File: config.mk
export PLATFORM = sky130hd
export DESIGN_NAME = uart_rx_fifo
export DESIGN_NICKNAME = d
export VERILOG_FILES = /design/src/rtl/uart_rx_fifo.sv
export SDC_FILE = /design/constraint.sdc
export NUM_CORES = 1
export LEC_CHECK = 0
export ABC_AREA = 1
export ABC_CLOCK_PERIOD_IN_PS = 6200
export CAP_MARGIN = 20
export CELL_PAD_IN_SITES_DETAIL_PLACEMENT = 0
export CELL_PAD_IN_SITES_GLOBAL_PLACEMENT = 2
export CORE_UTILIZATION = 44
export CTS_CLUSTER_SIZE = 25
export DETAILED_ROUTE_END_ITERATION = 7
export GPL_ROUTABILITY_DRIVEN = 0
export HOLD_SLACK_MARGIN = 0.12
export MAX_ROUTING_LAYER = met4
export PLACE_DENSITY_LB_ADDON = 0.1
export RECOVER_POWER = 25
export SLEW_MARGIN = 40
export SYNTH_ARGS = -nofsm -noshare
export SYNTH_HDL_FRONTEND = slang
export SYNTH_SLANG_ARGS = --single-unit
File: constraint.sdc
create_clock -name clk -period 6.2 [get_ports clk]
set_input_delay 1.86 -clock clk [delete_from_list [all_inputs] [get_ports clk]]
set_output_delay 1.86 -clock clk [all_outputs]
set_load 0.05 [all_outputs]
File: src/rtl/uart_rx_fifo.sv
// uart_rx_fifo: oversampled, majority-vote UART receiver feeding a first-word-fall-through FIFO.
// Define UART_RX_BREAK_DETECT_EN to add the sticky break_det output.

module uart_rx_fifo #(
    parameter int FREQ       = 100000000,
    parameter int BAUDRATE   = 9600,
    parameter int OVERSAMPLE = 16,
    parameter int DATA_BITS  = 8,
    parameter int PARITY     = 0,
    parameter int STOP_BITS  = 1,
    parameter int FIFO_DEPTH = 16
) (
    input  logic                        clk,
    input  logic                        reset,
    input  logic                        rx_serial,
    output logic [DATA_BITS-1:0]        rx_data,
    output logic                        rx_valid,
    input  logic                        rx_ready,
    output logic [$clog2(FIFO_DEPTH):0] fifo_count,
    output logic                        overrun_err,
    output logic                        frame_err,
    output logic                        parity_err,
    input  logic                        err_clear
`ifdef UART_RX_BREAK_DETECT_EN
    ,
    output logic                        break_det
`endif
);

    localparam int AW      = $clog2(FIFO_DEPTH);
    localparam int CW      = AW + 1;
    localparam int DIV_RAW = FREQ / (BAUDRATE * OVERSAMPLE);
    localparam int DIV     = (DIV_RAW < 1) ? 1 : DIV_RAW;
    localparam int DW      = (DIV > 1) ? $clog2(DIV) : 1;
    localparam int OW      = $clog2(OVERSAMPLE);
    localparam int BW      = $clog2(DATA_BITS);

    localparam logic [DW-1:0] DIV_LAST  = DW'(DIV - 1);
    localparam logic [OW-1:0] OS_LO     = OW'(OVERSAMPLE / 2 - 1);
    localparam logic [OW-1:0] OS_MID    = OW'(OVERSAMPLE / 2);
    localparam logic [OW-1:0] OS_HI     = OW'(OVERSAMPLE / 2 + 1);
    localparam logic [BW-1:0] BIT_LAST  = BW'(DATA_BITS - 1);
    localparam logic          STOP_LAST = 1'(STOP_BITS - 1);
    localparam logic [CW-1:0] FULL_CNT  = CW'(FIFO_DEPTH);

    typedef enum logic [2:0] {
        S_IDLE,
        S_START,
        S_DATA,
        S_PARITY,
        S_STOP
    } state_e;

    // Line synchroniser, post-reset settle counter and start-edge arming
    logic sync1_q, sync2_q;
    logic [1:0] settle_q, settle_d;
    logic armed_q, armed_d;
    logic rx_s;

    // Bit-recovery state
    state_e state_q, state_d;
    logic [DW-1:0] div_q, div_d;
    logic [OW-1:0] os_q, os_d, os_nx;
    logic [1:0] samp_q, samp_d;
    logic [BW-1:0] bit_q, bit_d;
    logic stop_q, stop_d;
    logic [DATA_BITS-1:0] shift_q, shift_d;
    logic par_bad_q, par_bad_d;
    logic ferr_q, ferr_d;
    logic low_q, low_d;
    logic done_q, done_d;
    logic tick, decide, bit_end, maj, par_calc;

    // FIFO and sticky flags
    logic [DATA_BITS-1:0] mem_q [FIFO_DEPTH];
    logic [AW-1:0] wr_q, wr_d, rd_q, rd_d;
    logic [CW-1:0] cnt_q, cnt_d;
    logic ovr_q, ovr_d, fe_q, fe_d, pe_q, pe_d;
    logic good, brk_frame, frame_set, parity_set, overrun_set;
    logic push, pop, full;
`ifdef UART_RX_BREAK_DETECT_EN
    logic brk_q, brk_d;
`endif

    assign rx_s    = sync2_q;
    assign tick    = (div_q == DIV_LAST);
    assign os_nx   = os_q + OW'(1);
    assign decide  = tick && (state_q != S_IDLE) && (os_nx == OS_HI);
    assign bit_end = tick && (os_nx == '0);
    assign maj     = (samp_q[0] & samp_q[1]) | (samp_q[0] & rx_s) | (samp_q[1] & rx_s);
    assign par_calc = (^shift_q) ^ maj;

    // NOTE: every _d is given its hold value first, so no branch can infer a latch.
    always_comb begin
        state_d   = state_q;
        div_d     = tick ? '0 : div_q + DW'(1);
        os_d      = os_q;
        samp_d    = samp_q;
        bit_d     = bit_q;
        stop_d    = stop_q;
        shift_d   = shift_q;
        par_bad_d = par_bad_q;
        ferr_d    = ferr_q;
        low_d     = low_q;
        done_d    = 1'b0;
        armed_d   = armed_q;
        settle_d  = (settle_q == 2'd2) ? settle_q : settle_q + 2'd1;

        if (tick && state_q != S_IDLE) begin
            os_d = os_nx;
            if (os_nx == OS_LO)  samp_d[0] = rx_s;
            if (os_nx == OS_MID) samp_d[1] = rx_s;
        end

        unique case (state_q)
            S_IDLE: begin
                // Arming needs a real high sample, so a line held low through reset is ignored
                if (settle_q == 2'd2) begin
                    if (!armed_q) begin
                        armed_d = rx_s;
                    end else if (!rx_s) begin
                        state_d   = S_START;
                        div_d     = '0;
                        os_d      = '0;
                        bit_d     = '0;
                        stop_d    = 1'b0;
                        shift_d   = '0;
                        par_bad_d = 1'b0;
                        ferr_d    = 1'b0;
                        low_d     = 1'b1;
                        armed_d   = 1'b0;
                    end
                end
            end
            S_START: begin
                if (decide && maj) begin
                    state_d = S_IDLE;
                end else if (bit_end) begin
                    state_d = S_DATA;
                    bit_d   = '0;
                end
            end
            S_DATA: begin
                if (decide) begin
                    shift_d = {maj, shift_q[DATA_BITS-1:1]};
                    low_d   = low_q & ~maj;
                end
                if (bit_end) begin
                    if (bit_q == BIT_LAST) begin
                        state_d = (PARITY != 0) ? S_PARITY : S_STOP;
                        stop_d  = 1'b0;
                    end else begin
                        bit_d = bit_q + BW'(1);
                    end
                end
            end
            S_PARITY: begin
                if (decide) begin
                    par_bad_d = (PARITY == 1) ? ~par_calc : par_calc;
                    low_d     = low_q & ~maj;
                end
                if (bit_end) state_d = S_STOP;
            end
            S_STOP: begin
                if (decide) begin
                    if (!maj) ferr_d = 1'b1;
                    low_d = low_q & ~maj;
                    // Leave mid-bit on the last stop so the next start edge is not missed
                    if (stop_q == STOP_LAST) begin
                        state_d = S_IDLE;
                        done_d  = 1'b1;
                    end
                end else if (bit_end) begin
                    stop_d = stop_q + 1'b1;
                end
            end
            default: state_d = S_IDLE;
        endcase
    end

    always_comb begin
`ifdef UART_RX_BREAK_DETECT_EN
        brk_frame = done_q & low_q;
`else
        brk_frame = 1'b0;
`endif
        good        = done_q & ~ferr_q & ~par_bad_q;
        frame_set   = done_q & ferr_q & ~brk_frame;
        parity_set  = done_q & par_bad_q & ~brk_frame;
        full        = (cnt_q == FULL_CNT);
        pop         = rx_valid & rx_ready;
        push        = good & (~full | pop);
        overrun_set = good & full & ~pop;

        wr_d  = wr_q + AW'(push);
        rd_d  = rd_q + AW'(pop);
        cnt_d = cnt_q;
        unique case ({push, pop})
            2'b10:   cnt_d = cnt_q + CW'(1);
            2'b01:   cnt_d = cnt_q - CW'(1);
            default: cnt_d = cnt_q;
        endcase

        // A flag raised in the same cycle as err_clear survives
        ovr_d = (ovr_q & ~err_clear) | overrun_set;
        fe_d  = (fe_q & ~err_clear) | frame_set;
        pe_d  = (pe_q & ~err_clear) | parity_set;
`ifdef UART_RX_BREAK_DETECT_EN
        brk_d = (brk_q & ~err_clear) | brk_frame;
`endif
    end

    // NOTE: sequential state uses <= so every flop samples pre-edge values.
    always_ff @(posedge clk) begin
        if (!reset) begin
            sync1_q   <= 1'b1;
            sync2_q   <= 1'b1;
            settle_q  <= 2'd0;
            armed_q   <= 1'b0;
            state_q   <= S_IDLE;
            div_q     <= '0;
            os_q      <= '0;
            samp_q    <= '0;
            bit_q     <= '0;
            stop_q    <= 1'b0;
            shift_q   <= '0;
            par_bad_q <= 1'b0;
            ferr_q    <= 1'b0;
            low_q     <= 1'b0;
            done_q    <= 1'b0;
            wr_q      <= '0;
            rd_q      <= '0;
            cnt_q     <= '0;
            ovr_q     <= 1'b0;
            fe_q      <= 1'b0;
            pe_q      <= 1'b0;
`ifdef UART_RX_BREAK_DETECT_EN
            brk_q     <= 1'b0;
`endif
        end else begin
            sync1_q   <= rx_serial;
            sync2_q   <= sync1_q;
            settle_q  <= settle_d;
            armed_q   <= armed_d;
            state_q   <= state_d;
            div_q     <= div_d;
            os_q      <= os_d;
            samp_q    <= samp_d;
            bit_q     <= bit_d;
            stop_q    <= stop_d;
            shift_q   <= shift_d;
            par_bad_q <= par_bad_d;
            ferr_q    <= ferr_d;
            low_q     <= low_d;
            done_q    <= done_d;
            wr_q      <= wr_d;
            rd_q      <= rd_d;
            cnt_q     <= cnt_d;
            ovr_q     <= ovr_d;
            fe_q      <= fe_d;
            pe_q      <= pe_d;
`ifdef UART_RX_BREAK_DETECT_EN
            brk_q     <= brk_d;
`endif
        end
    end

    // NOTE: storage is deliberately not reset; rx_data is masked to zero while empty instead.
    always_ff @(posedge clk) begin
        if (push) mem_q[wr_q] <= shift_q;
    end

    assign rx_valid    = (cnt_q != '0);
    assign rx_data     = rx_valid ? mem_q[rd_q] : '0;
    assign fifo_count  = cnt_q;
    assign overrun_err = ovr_q;
    assign frame_err   = fe_q;
    assign parity_err  = pe_q;
`ifdef UART_RX_BREAK_DETECT_EN
    assign break_det   = brk_q;
`endif

endmodule

==> impl_metrics.toml <==
[outcome]
outcome = "completed"

[critical_path]
worstPathRequired_ns = 4.34
cp_cell_sequence = "buf_4 > o21ai_0 > o22ai_1 > nor2_1 > nor2_1 > o21ai_0 > a21oi_1 > clkdlybuf4s50_1"
critPathMaxStageDelay_ns = 0.83
crit_fanout = 65
slowest_stage = "clkdlybuf4s50_1"
end_kind = "output pin"
worstSetupPathType = "reg2out"
worst_ep_arrival_time_ns = 2.97
crit_path_start_kind = "flip-flop"

[floorplan]
die_x_um = 137
rows = 48
start_util_pct = 45.6
die_y_um = 137
pin_count = 22
design.core.area_mm2 = 0.0175
die_area_mm2 = 0.0187

[detailed_routing]
finalWirelength_um = 17800
wl_met3_um = 561
drt_iter0_drc = 381
drcViolationCount = 0
wl_met2_um = 8830
drt.antenna.violating_nets = 0
dr.max_layer_used = "met4"
dr.pass1.iters = 4
routedWlPerCell_um = 17.4
met1Wirelength_um = 8100
vias = 5510
via_per_inst = 5.40

[placed_design]
dpl.hpwl_um = 11700
io_buffers = 21
dp_slack_ns = 1.83
dp_cells = 989

[power]
leakagePower_nw = 3.18
ir_drop_mv = 0.232
p_per_area_mw_per_mm2 = 374

[job]
maxCapViolations = 0

[synth]
synth.top_cell.area_share_pct = 48.2
syn_avg_cell_area_um2 = 10.4
netlist_area_mm2 = 0.00798
synth_most_common_cell = "nor2_1"
synthCells = 767
yosys_warnings = 0
synthArstFlopShare_pct = 0
ys.flop_type = "edfxtp_1"
netlist_top_cells_count = "nor2_1, edfxtp_1, o21ai_0, nand2_1, inv_1"
syn_nets = 790
synth_seq_cells = 183
yosysSeqAreaShare_pct = 62.0
synth_edf_count = 128
netlist_top_cells_area = "edfxtp_1, dfxtp_1, nor2_1"
synth_largest_area_cell = "edfxtp_1"
ys_types = 38

[timing]
finalSetupViolCount = 0
fin_skew_ns = 0.00773
hold_violations = 0
slew-limit-headroom_pct = 46.0
finalCritPeriodShare_pct = 77.9
slew_viol_final = 0
rsz0062_at_grt = "no"
finalCriticalPeriod_ns = 4.83
max_freq_mhz = 207
setup_ws_ns = 1.37
fin_setup_tns_ns = 0
tightest_slew_ns = 0.806

[clocking]
h-tree-depth = 4
clkTransAtPathRegs_ns = 0.07
cts.sinks = 183
cts_root_buf = "clkbuf_16"
cts_made_buffers = 17
insertion_delay_ns = 0.42
cts_max_path_buffers = 2
ctsResizeCount = 0
tritoncts = "yes"
cts-hold-fix-buffers = 0
postCtsSetupBuffers = 0

[global_routing]
grt.overflow.total = 0
grt_pass1_vias = 5341
grt_use_total_pct = 21.2
antenna_found_initial = 0
grt_pass1_wl_um = 28600
grt_max_degree = 66

[worst_hold_path]
min_path_type = "reg2reg"

[layout]
drive_gt1_share_pct = 11.4
num_antenna_cells = 0
area_delta_synth_final_pct = 13.2
final_nets = 806
final.fill_count = 1555
final_cells = 1021
critical path, delay by kind of cell (launching register included):
| family | cells | cell delay (ns) |
|---|---|---|
| buffers and inverters | 2 | 1.35 |
| AO/OA/AOI/OAI | 4 | 0.69 |
| flip-flops | 1 | 0.35 |
| AND/OR/NAND/NOR | 2 | 0.14 |
cell families after synthesis:
| group | synth area share (%) |
|---|---|
| flip-flops | 62.0 |
| AO/OA/AOI/OAI | 13.0 |
| buffers and inverters | 4.50 |
| AND/OR/NAND/NOR | 16.3 |
| XOR/XNOR | 1.32 |
| adder cells (fa/ha/maj) | 2.92 |
sequential cells by signal, summed over array words and instances (netlist names), 2 cells and up:
register    cells
rd_q            4
os_q            4
shift_q         8
fifo_count      5
state_q         3
bit_q           3
samp_q          2
mem_q         128
settle_q        2
div_q          10
wr_q            4
routing by layer:
layer  up-vias  global-route usage (%)
met5         -                       -
met3        24                    3.33
li1       2721                       -
met1      2649                    27.3
met2       116                    34.0
met4         0                    7.47
area by class of cell:
| type | instances | area [um2] | area share, % |
|---|---|---|---|
| clock buffer | 17 | 425 | 4.71 |
| sequential | 183 | 4950 | 54.8 |
| clock inverter | 15 | 178 | 1.97 |
| inverter | 65 | 249 | 2.76 |
| tap | 225 | 282 | 3.12 |
| multi-input combinational | 491 | 2710 | 30.0 |
| timing repair buffer | 25 | 240 | 2.66 |
final timing paths:
path	start	endpoint	slack, ns	cells past startpoint
worst max-delay path	rd_q[0]$_SDFF_PN0_	rx_data[6]	1.37	8
worst min-delay path	sync1_q$_SDFF_PN1_	rx_s$_SDFF_PN1_	0.42	1
worst max register to register	fifo_count[0]$_SDFFE_PN0P_	fifo_count[3]$_SDFFE_PN0P_	3.08	13
worst min register to register	sync1_q$_SDFF_PN1_	rx_s$_SDFF_PN1_	0.42	1
layout by cell type, fill, tap and decap left out, types with 2 or more instances in the layout:
| master | instances |
|---|---|
| o22ai_1 | 8 |
| edfxtp_1 | 128 |
| a31oi_1 | 3 |
| clkinv_4 | 5 |
| clkbuf_16 | 17 |
| or2_2 | 2 |
| clkinv_1 | 4 |
| nand2_1 | 71 |
| nor2_2 | 19 |
| inv_4 | 2 |
| xnor2_1 | 8 |
| buf_4 | 4 |
| a21oi_1 | 43 |
| nand3_1 | 32 |
| nand3_2 | 2 |
| o221ai_1 | 26 |
| nand2_4 | 5 |
| nor2_1 | 121 |
| nand2_2 | 2 |
| inv_1 | 57 |
| ha_1 | 17 |
| bufinv_16 | 3 |
| nor3b_1 | 2 |
| a211oi_1 | 2 |
| clkdlybuf4s50_1 | 21 |
| nor3_2 | 8 |
| dfxtp_1 | 54 |
| a21oi_2 | 7 |
| xor2_1 | 4 |
| nor3_1 | 10 |
| nand4_1 | 3 |
| a21o_1 | 2 |
| nor2_4 | 5 |
| inv_2 | 5 |
| o21ai_0 | 84 |
metrics by stage:
stage          cell area, um2  utilization [%]  power [mW]  hold slack (ns)
2_1_floorplan            7980                -        2.02            0.393
3_3_place_gp             8390             48.0        2.28            0.407
3_5_place_dp             8410             48.1        2.30            0.419
4_1_cts                  9010             51.6        3.40            0.436
5_1_grt                  9030             51.7        3.53            0.462
6_report                 9030             51.7        3.37            0.424
report_power, final:
part           leakage, nW  switching, mW  total, mW  internal (mW)
sequential            1.63         0.0422       1.37           1.33
clock                0.292          0.467       1.10          0.636
combinational         1.26          0.618      0.896          0.277
total                 3.18           1.13       3.37           2.25
(Power assumes the default switching activity.)
